$ cat config.mk
export PLATFORM = sky130hd
export DESIGN_NAME = ssd_scan_ctrl
export DESIGN_NICKNAME = d
export VERILOG_FILES = /design/src/rtl/ssd_scan_ctrl.sv
export SDC_FILE = /design/constraint.sdc
export NUM_CORES = 1
export LEC_CHECK = 0
export ABC_AREA = 1
export CAP_MARGIN = 30
export CORE_MARGIN = 3
export CORE_UTILIZATION = 54
export CTS_CLUSTER_SIZE = 12
export DETAILED_ROUTE_END_ITERATION = 16
export PLACE_DENSITY = 0.81
export SLEW_MARGIN = 20
export SYNTH_ARGS = -nofsm -noshare
export SYNTH_HDL_FRONTEND = slang
export SYNTH_SLANG_ARGS = --single-unit
$ cat constraint.sdc
create_clock -name clk -period 2.41 [get_ports clk]
set_input_delay 0.482 -clock clk [delete_from_list [all_inputs] [get_ports clk]]
set_output_delay 0.482 -clock clk [all_outputs]
set_load 0.02 [all_outputs]
$ cat src/rtl/ssd_scan_ctrl.sv
// Time-multiplexed scan controller for a common-anode seven-segment display.
// Presents one nibble at a time to a shared decoder; double-buffered updates apply only at frame boundaries.
module ssd_scan_ctrl #(
  parameter int NDIG  = 4,
  parameter int DIV   = 50000,
  parameter int GUARD = 2
) (
  input  logic                    clk,
  input  logic                    rst,
  input  logic [4*NDIG-1:0]       value,
  input  logic [NDIG-1:0]         blank,
  input  logic                    load,
  output logic                    pending,
  output logic [3:0]              nibble,
  output logic [NDIG-1:0]         an,
  output logic [$clog2(NDIG)-1:0] dig,
  output logic                    frame_start
);

  localparam int TW = (DIV > 1) ? $clog2(DIV) : 1;
  localparam int DW = $clog2(NDIG);
  localparam logic [TW-1:0] TICK_LAST = TW'(DIV - 1);
  localparam logic [TW-1:0] GUARD_T   = TW'(GUARD);
  localparam logic [DW-1:0] DIG_LAST  = DW'(NDIG - 1);

  logic [TW-1:0]      tick_reg, tick_next;
  logic [DW-1:0]      dig_reg, dig_next;
  logic [4*NDIG-1:0]  act_val_reg, act_val_next;
  logic [NDIG-1:0]    act_blk_reg, act_blk_next;
  logic [4*NDIG-1:0]  sh_val_reg, sh_val_next;
  logic [NDIG-1:0]    sh_blk_reg, sh_blk_next;
  logic               pending_reg, pending_next;
  logic               boundary;
  logic               in_guard;

  always_comb begin
    tick_next    = tick_reg;
    dig_next     = dig_reg;
    act_val_next = act_val_reg;
    act_blk_next = act_blk_reg;
    sh_val_next  = sh_val_reg;
    sh_blk_next  = sh_blk_reg;
    pending_next = pending_reg;
    boundary     = (tick_reg == TICK_LAST) && (dig_reg == DIG_LAST);

    if (tick_reg == TICK_LAST) begin
      tick_next = '0;
      dig_next  = (dig_reg == DIG_LAST) ? '0 : dig_reg + 1'b1;
    end else begin
      tick_next = tick_reg + 1'b1;
    end

    // A load landing exactly on the boundary bypasses the shadow wait entirely.
    if (load && boundary) begin
      act_val_next = value;
      act_blk_next = blank;
      sh_val_next  = value;
      sh_blk_next  = blank;
      pending_next = 1'b0;
    end else if (load) begin
      sh_val_next  = value;
      sh_blk_next  = blank;
      pending_next = 1'b1;
    end else if (boundary && pending_reg) begin
      act_val_next = sh_val_reg;
      act_blk_next = sh_blk_reg;
      pending_next = 1'b0;
    end
  end

  always_ff @(posedge clk) begin
    if (rst) begin
      tick_reg    <= '0;
      dig_reg     <= '0;
      act_val_reg <= '0;
      act_blk_reg <= '1;
      sh_val_reg  <= '0;
      sh_blk_reg  <= '1;
      pending_reg <= 1'b0;
    end else begin
      tick_reg    <= tick_next;
      dig_reg     <= dig_next;
      act_val_reg <= act_val_next;
      act_blk_reg <= act_blk_next;
      sh_val_reg  <= sh_val_next;
      sh_blk_reg  <= sh_blk_next;
      pending_reg <= pending_next;
    end
  end

  assign in_guard    = (tick_reg < GUARD_T);
  assign nibble      = rst ? 4'h0 : act_val_reg[{dig_reg, 2'b00} +: 4];
  assign frame_start = ~rst & (tick_reg == '0) & (dig_reg == '0);
  assign dig         = dig_reg;
  assign pending     = pending_reg;

  // Each enable compares against its own index, so at most one can ever be low.
  generate
    for (genvar gi = 0; gi < NDIG; gi++) begin : g_an
      assign an[gi] = rst | in_guard | act_blk_reg[gi] | (dig_reg != DW'(gi));
    end
  endgenerate

endmodule

## Word-level counts from Yosys, hierarchy flattened

Index checks and enable logic that the tools add are counted.

- Add/sub/neg operators: 2
- Magnitude comparators: 1
- Equal/unequal tests: 6
- Shifts and indexed selects: 1
- Muxes and demuxes: 14
- Bitwise logic cells: 12
- Reductions and logical operators: 12

Operators by type and width:

| cell | count |
|---|---|
| 2-to-1 mux 16 bit | 5 |
| 2-to-1 mux 4 bit | 6 |
| adder 16 x 1 -> 16 bit, second input constant | 1 |
| equality test 16 bit, second input constant | 1 |
| logical NOT 16 bit | 1 |
| < comparator 16 x 2 -> 1 bit, second input constant | 1 |
| indexed part select 16 x 5 -> 4 bit | 1 |
| bitwise OR 1 bit | 9 |
| nonzero test 2 bit | 4 |
| inequality test 2 x 1 -> 1 bit, second input constant | 2 |
| inequality test 2 bit, second input constant | 2 |
| OR reduction 2 bit | 2 |
| logical AND 1 bit | 3 |
| adder 2 x 1 -> 2 bit, second input constant | 1 |
| bitwise AND 1 bit | 2 |
| equality test 2 bit, second input constant | 1 |
| logical NOT 2 bit | 1 |
| 2-to-1 mux 1 bit | 2 |
| 2-to-1 mux 2 bit | 1 |
| AND reduction 2 bit | 1 |
| NOT 1 bit | 1 |

- Register bits: 59

## Depth between registers and ports, before layout

Gate-level depths: netlist (run 1).

- Depth in word-level cells: 6
- Depth in mapped cells: 9
- Gate-level depth less buffers: 9

## Worst setup path after synthesis (run 1)

OpenSTA, ideal clock, no wires.

- Path kind: register to output
- From: register dig_reg[0], in the netlist dig[0]
- To: output port frame_start
- Data arrival time: 1685 ps
- Required time: 1928 ps
- Slack: 243 ps
- Cell stages (with the launch flop): 6
- Buffers on the path: 1
- Cell sequence: dfxtp_1 > clkbuf_1 > clkinv_1 > ha_1 > nand3_1 > nor4_1

- Cells in the longest elaborated chain, start to end: 2

RTL lines:

| item | RTL line | source |
|---|---|---|
| start, declared | 27 | `logic [DW-1:0] dig_reg, dig_next;` |
| start signal, assigned | 82 | `dig_reg <= dig_next;` |
| logical NOT 2 bit | 93 | `assign frame_start = ~rst & (tick_reg == '0) & (dig_reg == '0);` |
| bitwise AND 1 bit | 93 |  |
| end, declared | 17 | `output logic frame_start` |

Every way passes these cells.

## Worst setup path in the final report (run 1)

- From: register tick_reg[4]
- To: output port frame_start

- Cells in the longest elaborated chain, start to end: 3

RTL lines:

| item | RTL line | source |
|---|---|---|
| start, declared | 26 | `logic [TW-1:0] tick_reg, tick_next;` |
| start signal, assigned | 81 | `tick_reg <= tick_next;` |
| logical NOT 16 bit | 93 |  |
| bitwise AND 1 bit (2 in a row) | 93 |  |

Every way passes these cells.

==> reports/qor.txt, run 1 <==
Placement row count -> 26
RePlAce Congestion -> 0.838
Async SR Flop Fraction -> 0
Layout cells sized above 1 -> 0.135
DRC -> 0
Final hold vios -> 0
Multiplexer share of the synthesized area -> 0
WP data arrival -> 1720 ps
Peak supply drop -> 0.000481 V
Root buf cell -> clkbuf_8
Area of the multi-input gates -> 1490 sq um
DR WL/cell -> 12.0 um
First-pass DRT Iterations -> 4
Placed wire-length estimate -> 4540 um
Io pins -> 35
RSZ-0062 raised after global routing -> false
Top-area cell type share of the netlist area -> 0.397
Slew headroom -> 0.619
Synth Warn # -> 0
Die span in x -> 80.2 um
H-tree Lvls -> 3
Vias per cell -> 5.00
Distinct cells, synth -> 30
Largest net degree at the start of global routing -> 35
WS Path Type -> reg -> out
Starting Density -> 0.571
Netlist Area Pre-Place -> 2970 sq um
Setup violations, final -> 0
Clock slew at reported path FFs -> 70 ps
Largest area contributor in the netlist -> dfxtp_1
R2R setup slack -> 460 ps
Post-synthesis compound-gate area fraction -> 0.170
Most instantiated library cell after synthesis -> nand2_1
EDFF count, synth -> 0
Via Count -> 2675
Global-route wire length before repair -> 10700 um
Final setup margin -> 211 ps
Worst r2r src -> tick_reg[0]$_SDFF_PP0_
Power per cell area -> 564 nW/um^2
Overall die height -> 80.2 um
FF/Latch Area -> 1180 sq um
Iter 0 DRT Violations -> 169
Die area -> 6430 sq um
FF-to-FF path depth -> 6
Hold-fix buffers at CTS -> 0
Mean Syn Cell Area -> 7.08 sq um
# diodes -> 0
CTS sink cnt -> 59
Dpl cell area -> 3400 sq um
LEAKAGE -> 1.64 nW
Fin area -> 3560 sq um
Placed cells -> 520
Initial antenna violation count -> 0
Mapped Cells -> 420
Top cells by instance count after synthesis -> nand2_1 (75), nor2_1 (68), dfxtp_1 (59), inv_1 (51), a21oi_1 (34)
Layout Skew -> 7.87 ps
Non-filler cells, final -> 535
Reg2reg end -> act_blk_reg[1]$_SDFFE_PP1P_
Fin crit share -> 0.912
Worst hold path startpoint -> tick_reg[0]$_SDFF_PP0_
Clk buf depth -> 2
CP max FO -> 4
Max-Cap Viols -> 0
Core outline area -> 5200 sq um
Max frequency -> 455 MHz
CTS Buf Count -> 9
Layout area overhead -> 19.9%
Vias in the first global route -> 2484
Post-Route WL -> 6390 um
Main combinational cell family by area after synthesis -> simple AND/OR/NAND/NOR gates
Main synth FF type -> dfxtp_1
Post-Synth XOR/XNOR Area -> 0.0118
#FFs+latches synth -> 59
Latest clock arrival within the worst-skew pair -> 330 ps
Hold Path Sink -> tick_reg[0]$_SDFF_PP0_
Antenna viol nets, final -> 0
PortBufs -> 34
Largest cells by area after synthesis -> dfxtp_1 (40%), nand2_1 (9.5%), nor2_1 (8.6%)
Post-Synth Adder-Cell Area -> 0.0253
Fin crit period -> 2200 ps
Post-Place Setup Slack -> -118 ps
Fillers -> 431
Worst slew pin tran -> 570 ps
Status -> complete, no violations
CTS tree -> yes
Final net count -> 490
Final Max Tran Viols -> 0
Min-Delay Path Class -> reg -> reg
Remaining Overflow, GRT -> 0
Seq/Total Area, Yosys -> 0.397
Tot GR Track Use -> 0.213
CP required -> 1930 ps
Hold Crit Depth -> 1
Simple-gate share of the synthesized area -> 0.294
Syn Nets -> 449
Critical Path Source Type -> register
Nature of the critical path endpoint -> output port
cell families after synthesis:
| family | after synthesis |
|---|---|
| simple gates | 193 |
| compound gates | 86 |
| buf+inv | 72 |
| flops | 59 |
| fa+ha+maj | 6 |
| xor+xnor | 4 |
placed cells by master (no fill, tap or decap), drive strengths merged:
| cell | n |
|---|---|
| o21ai | 35 |
| xnor2 | 1 |
| nor3 | 8 |
| nand4 | 6 |
| nand2 | 79 |
| dlymetal6s2s | 4 |
| nor2 | 76 |
| xor2 | 3 |
| or2 | 10 |
| clkdlybuf4s50 | 25 |
| clkinv | 3 |
| nor3b | 1 |
| nand3b | 4 |
| buf | 13 |
| nor4 | 1 |
| inv | 54 |
| o21bai | 17 |
| clkbuf | 17 |
| bufinv | 1 |
| dfxtp | 59 |
| a21oi | 34 |
| nand3 | 8 |
| ha | 6 |
metal layers:
layer  wire, um  vias up  track usage
met5          0        -            0
li1           -     1406            -
met2       3100       40        0.358
met1       2980     1219        0.251
met3        205       10       0.0628
met4        108        0       0.0895
cell type report:
type / count / share of cell area
Clock buffer: 12 / 0.0379
Clock inverter: 3 / 0.0112
Inverter: 55 / 0.0579
Multi-Input combinational cell: 289 / 0.418
Sequential cell: 59 / 0.331
Tap cell: 70 / 0.0246
Timing Repair Buffer: 47 / 0.119
critical path, cell delays in order (launching register included):
cell and delay, ps:
dfxtp_1 360, nor2_2 120, nand2_1 90, nor2_4 160
nand4_1 130, nor4_1 280, clkbuf_2 240
timing repair:
item / 4_1_cts / 5_1_grt
gates cloned: 0 / 0
setup buffers: 0 / 0
gates resized for setup: 5 / 15
setup endpoints to repair: 5 / 9
power by group:
part | switching (mW) | internal [mW] | total, mW
Sequential | 0.0104 | 0.999 | 1.01
Clock | 0.368 | 0.469 | 0.838
Combinational | 0.0901 | 0.0733 | 0.163
Total | 0.469 | 1.54 | 2.01
how the worst max path moves through the flow:
| stage | start | endpoint | depth (start not counted) |
|---|---|---|---|
| after floorplan | dig[0]$_SDFFE_PP0P_ | frame_start | 5 |
| after global placement | rst | frame_start | 5 |
| after detailed placement | rst | frame_start | 5 |
| after CTS | dig[0]$_SDFFE_PP0P_ | nibble[3] | 6 |
| after global routing | tick_reg[4]$_SDFF_PP0_ | frame_start | 6 |
| final | tick_reg[4]$_SDFF_PP0_ | frame_start | 6 |
through the flow:
step,utilization,hold WS [ps],power [mW],setup TNS (ps)
floorplan,-,440,1.13,0
global placement,0.654,462,1.19,-211
detailed placement,0.654,469,1.20,-341
CTS,0.687,485,2.03,0
global route,0.685,519,2.10,0
finish,0.685,487,2.01,0
(Power assumes the default switching activity.)
==> run 2, diff against run 1 <==
--- a/config.mk
+++ b/config.mk
@@ -12,6 +12,7 @@
 export CTS_CLUSTER_SIZE = 12
 export DETAILED_ROUTE_END_ITERATION = 16
 export PLACE_DENSITY = 0.81
+export REMOVE_ABC_BUFFERS = 1
 export SLEW_MARGIN = 20
 export SYNTH_ARGS = -nofsm -noshare
 export SYNTH_HDL_FRONTEND = slang
==> reports/qor.txt, run 2 (synthesis gave the netlist of run 1 again) <==
TNS Setup -> 0 ps (unchanged)
Power per cell area -> 606 nW/um^2 (+7.5%)
FF-to-FF path depth -> 9 (+3)
# diodes -> 0 (unchanged)
Remaining Overflow, GRT -> 0 (unchanged)
Hold Crit Depth -> 2 (+1)
CP max FO -> 6 (+2)
WS Path Type -> reg -> out
Tot GR Track Use -> 0.217 (+0.00401)
Layout Skew -> 9.18 ps (+1.31 ps)
WP data arrival -> 1820 ps (+100 ps)
Non-filler cells, final -> 536 (+0.19%)
Placed wire-length estimate -> 4540 um (-0.11%)
Fin crit period -> 2300 ps (+100 ps)
CP required -> 1930 ps (about the same)
Iter 0 DRT Violations -> 158 (-6.5%)
H-tree Lvls -> 3 (unchanged)
Hold Slack -> 476 ps (-11.3 ps)
Via Count -> 2691 (+0.60%)
Die area -> 6430 sq um (unchanged)
CTS tree -> yes
Latest clock arrival within the worst-skew pair -> 340 ps (about the same)
Placed cells -> 520 (unchanged)
Antenna viol nets, final -> 0 (unchanged)
RePlAce Congestion -> 0.811 (-3.2%)
Min-Delay Path Class -> reg -> reg
CTS sink cnt -> 59 (unchanged)
RSZ-0062 raised after global routing -> false
Final hold vios -> 0 (unchanged)
Vias per cell -> 5.02 (+0.41%)
Core outline area -> 5200 sq um (unchanged)
Largest net degree at the start of global routing -> 39 (+11%)
Worst slew pin tran -> 426 ps (-144 ps)
Highest-count cells in the layout ignoring fill and taps -> nand2_1 (75), nor2_1 (68), dfxtp_1 (59)
Die span in x -> 80.2 um (unchanged)
Vias in the first global route -> 2464 (-0.81%)
CTS Buf Count -> 9 (unchanged)
Initial antenna violation count -> 0 (unchanged)
Slew headroom -> 0.714 (+0.0947)
DRC -> 0 (unchanged)
Clock slew at reported path FFs -> 60 ps (about the same)
Status -> complete, no violations
Placement row count -> 26 (unchanged)
Clk buf depth -> 2 (unchanged)
Setup violations, final -> 0 (unchanged)
Starting Density -> 0.571 (unchanged)
Overall die height -> 80.2 um (unchanged)
Critical Path Source Type -> register
Post-Place Setup Slack -> -169 ps (-51.0 ps)
Final Max Tran Viols -> 0 (unchanged)
Max frequency -> 435 MHz (-4.4%)
Nature of the critical path endpoint -> output port
Layout area overhead -> 22.1%
Io pins -> 35 (unchanged)
Root buf cell -> clkbuf_8
Layout cells sized above 1 -> 0.142 (+0.00615)
DR WL/cell -> 12.1 um (+1.4%)
Fin crit share -> 0.954 (+0.0415)
Final net count -> 490 (unchanged)
Max-Cap Viols -> 0 (unchanged)
PortBufs -> 34 (unchanged)
Final setup margin -> 111 ps (-100 ps)
Global-route wire length before repair -> 10900 um (+2.1%)
Commonest non-fill, non-tap cell in the layout -> nand2_1
Peak supply drop -> 0.000640 V (+33%)
Post-Route WL -> 6500 um (+1.6%)
Final total power -> 2.20 mW (+9.4%)
LEAKAGE -> 1.66 nW (+1.3%)
First-pass DRT Iterations -> 4 (unchanged)
## run 2: cell count changes in the layout (fill, tap and decap cells not counted), sizes merged
cell,change
dlygate4sd2,+2
dlymetal6s2s,-1
clkinv,+1
bufinv,+1
clkbuf,-2
## run 2: layer usage
metal,vias up,global-route usage,share of wire
li1,1404,-,-
met1,1225,0.261,0.47
met2,56,0.366,0.48
met3,6,0.0706,0.049
met4,0,0.0659,0.0082
met5,-,0,0
## run 2: path summary, 6_finish.rpt
check,start,endpoint,slack (ps)
max reg2reg,tick_reg[0]$_SDFF_PP0_,tick_reg[8]$_SDFF_PP0_,550
max,tick_reg[11]$_SDFF_PP0_,frame_start,110
min,act_blk_reg[0]$_SDFFE_PP1P_,act_blk_reg[0]$_SDFFE_PP1P_,480
min reg2reg,act_blk_reg[0]$_SDFFE_PP1P_,act_blk_reg[0]$_SDFFE_PP1P_,480
## run 2: cell type report
class,instances,area [sq um]
Clock buffer,11,151
Clock inverter,5,75.1
Fill cell,446,1580
Inverter,55,206
Multi-Input combinational cell,289,1490
Sequential cell,59,1180
Tap cell,70,87.6
Timing Repair Buffer,47,435
## run 2: timing repair
item,4_1_cts,5_1_grt
resized for setup,6,11
buffers inserted,0,0
endpoints found under the setup margin,6,7
hold buffers,0,0
## run 2: where the power goes
part / internal [mW] / switching (mW)
combinational: 0.0759 / 0.0916
sequential: 0.999 / 0.0112
clock: 0.633 / 0.390
total: 1.71 / 0.493
## run 2: critical path, stage by stage, from the launching register on
cell and delay (ps):
dfxtp_1 360, nor2_1 120, nand2_1 120, nor2_4 140, nand4_1 110, nor4_1 250, dlygate4sd2_1 380
## run 2: per-stage QoR
step / cell area, sq um / utilization
floorplan: 2880 / -
global placement: 3420 / 0.656
detailed placement: 3420 / 0.656
CTS: 3640 / 0.699
global route: 3630 / 0.697
finish: 3630 / 0.697
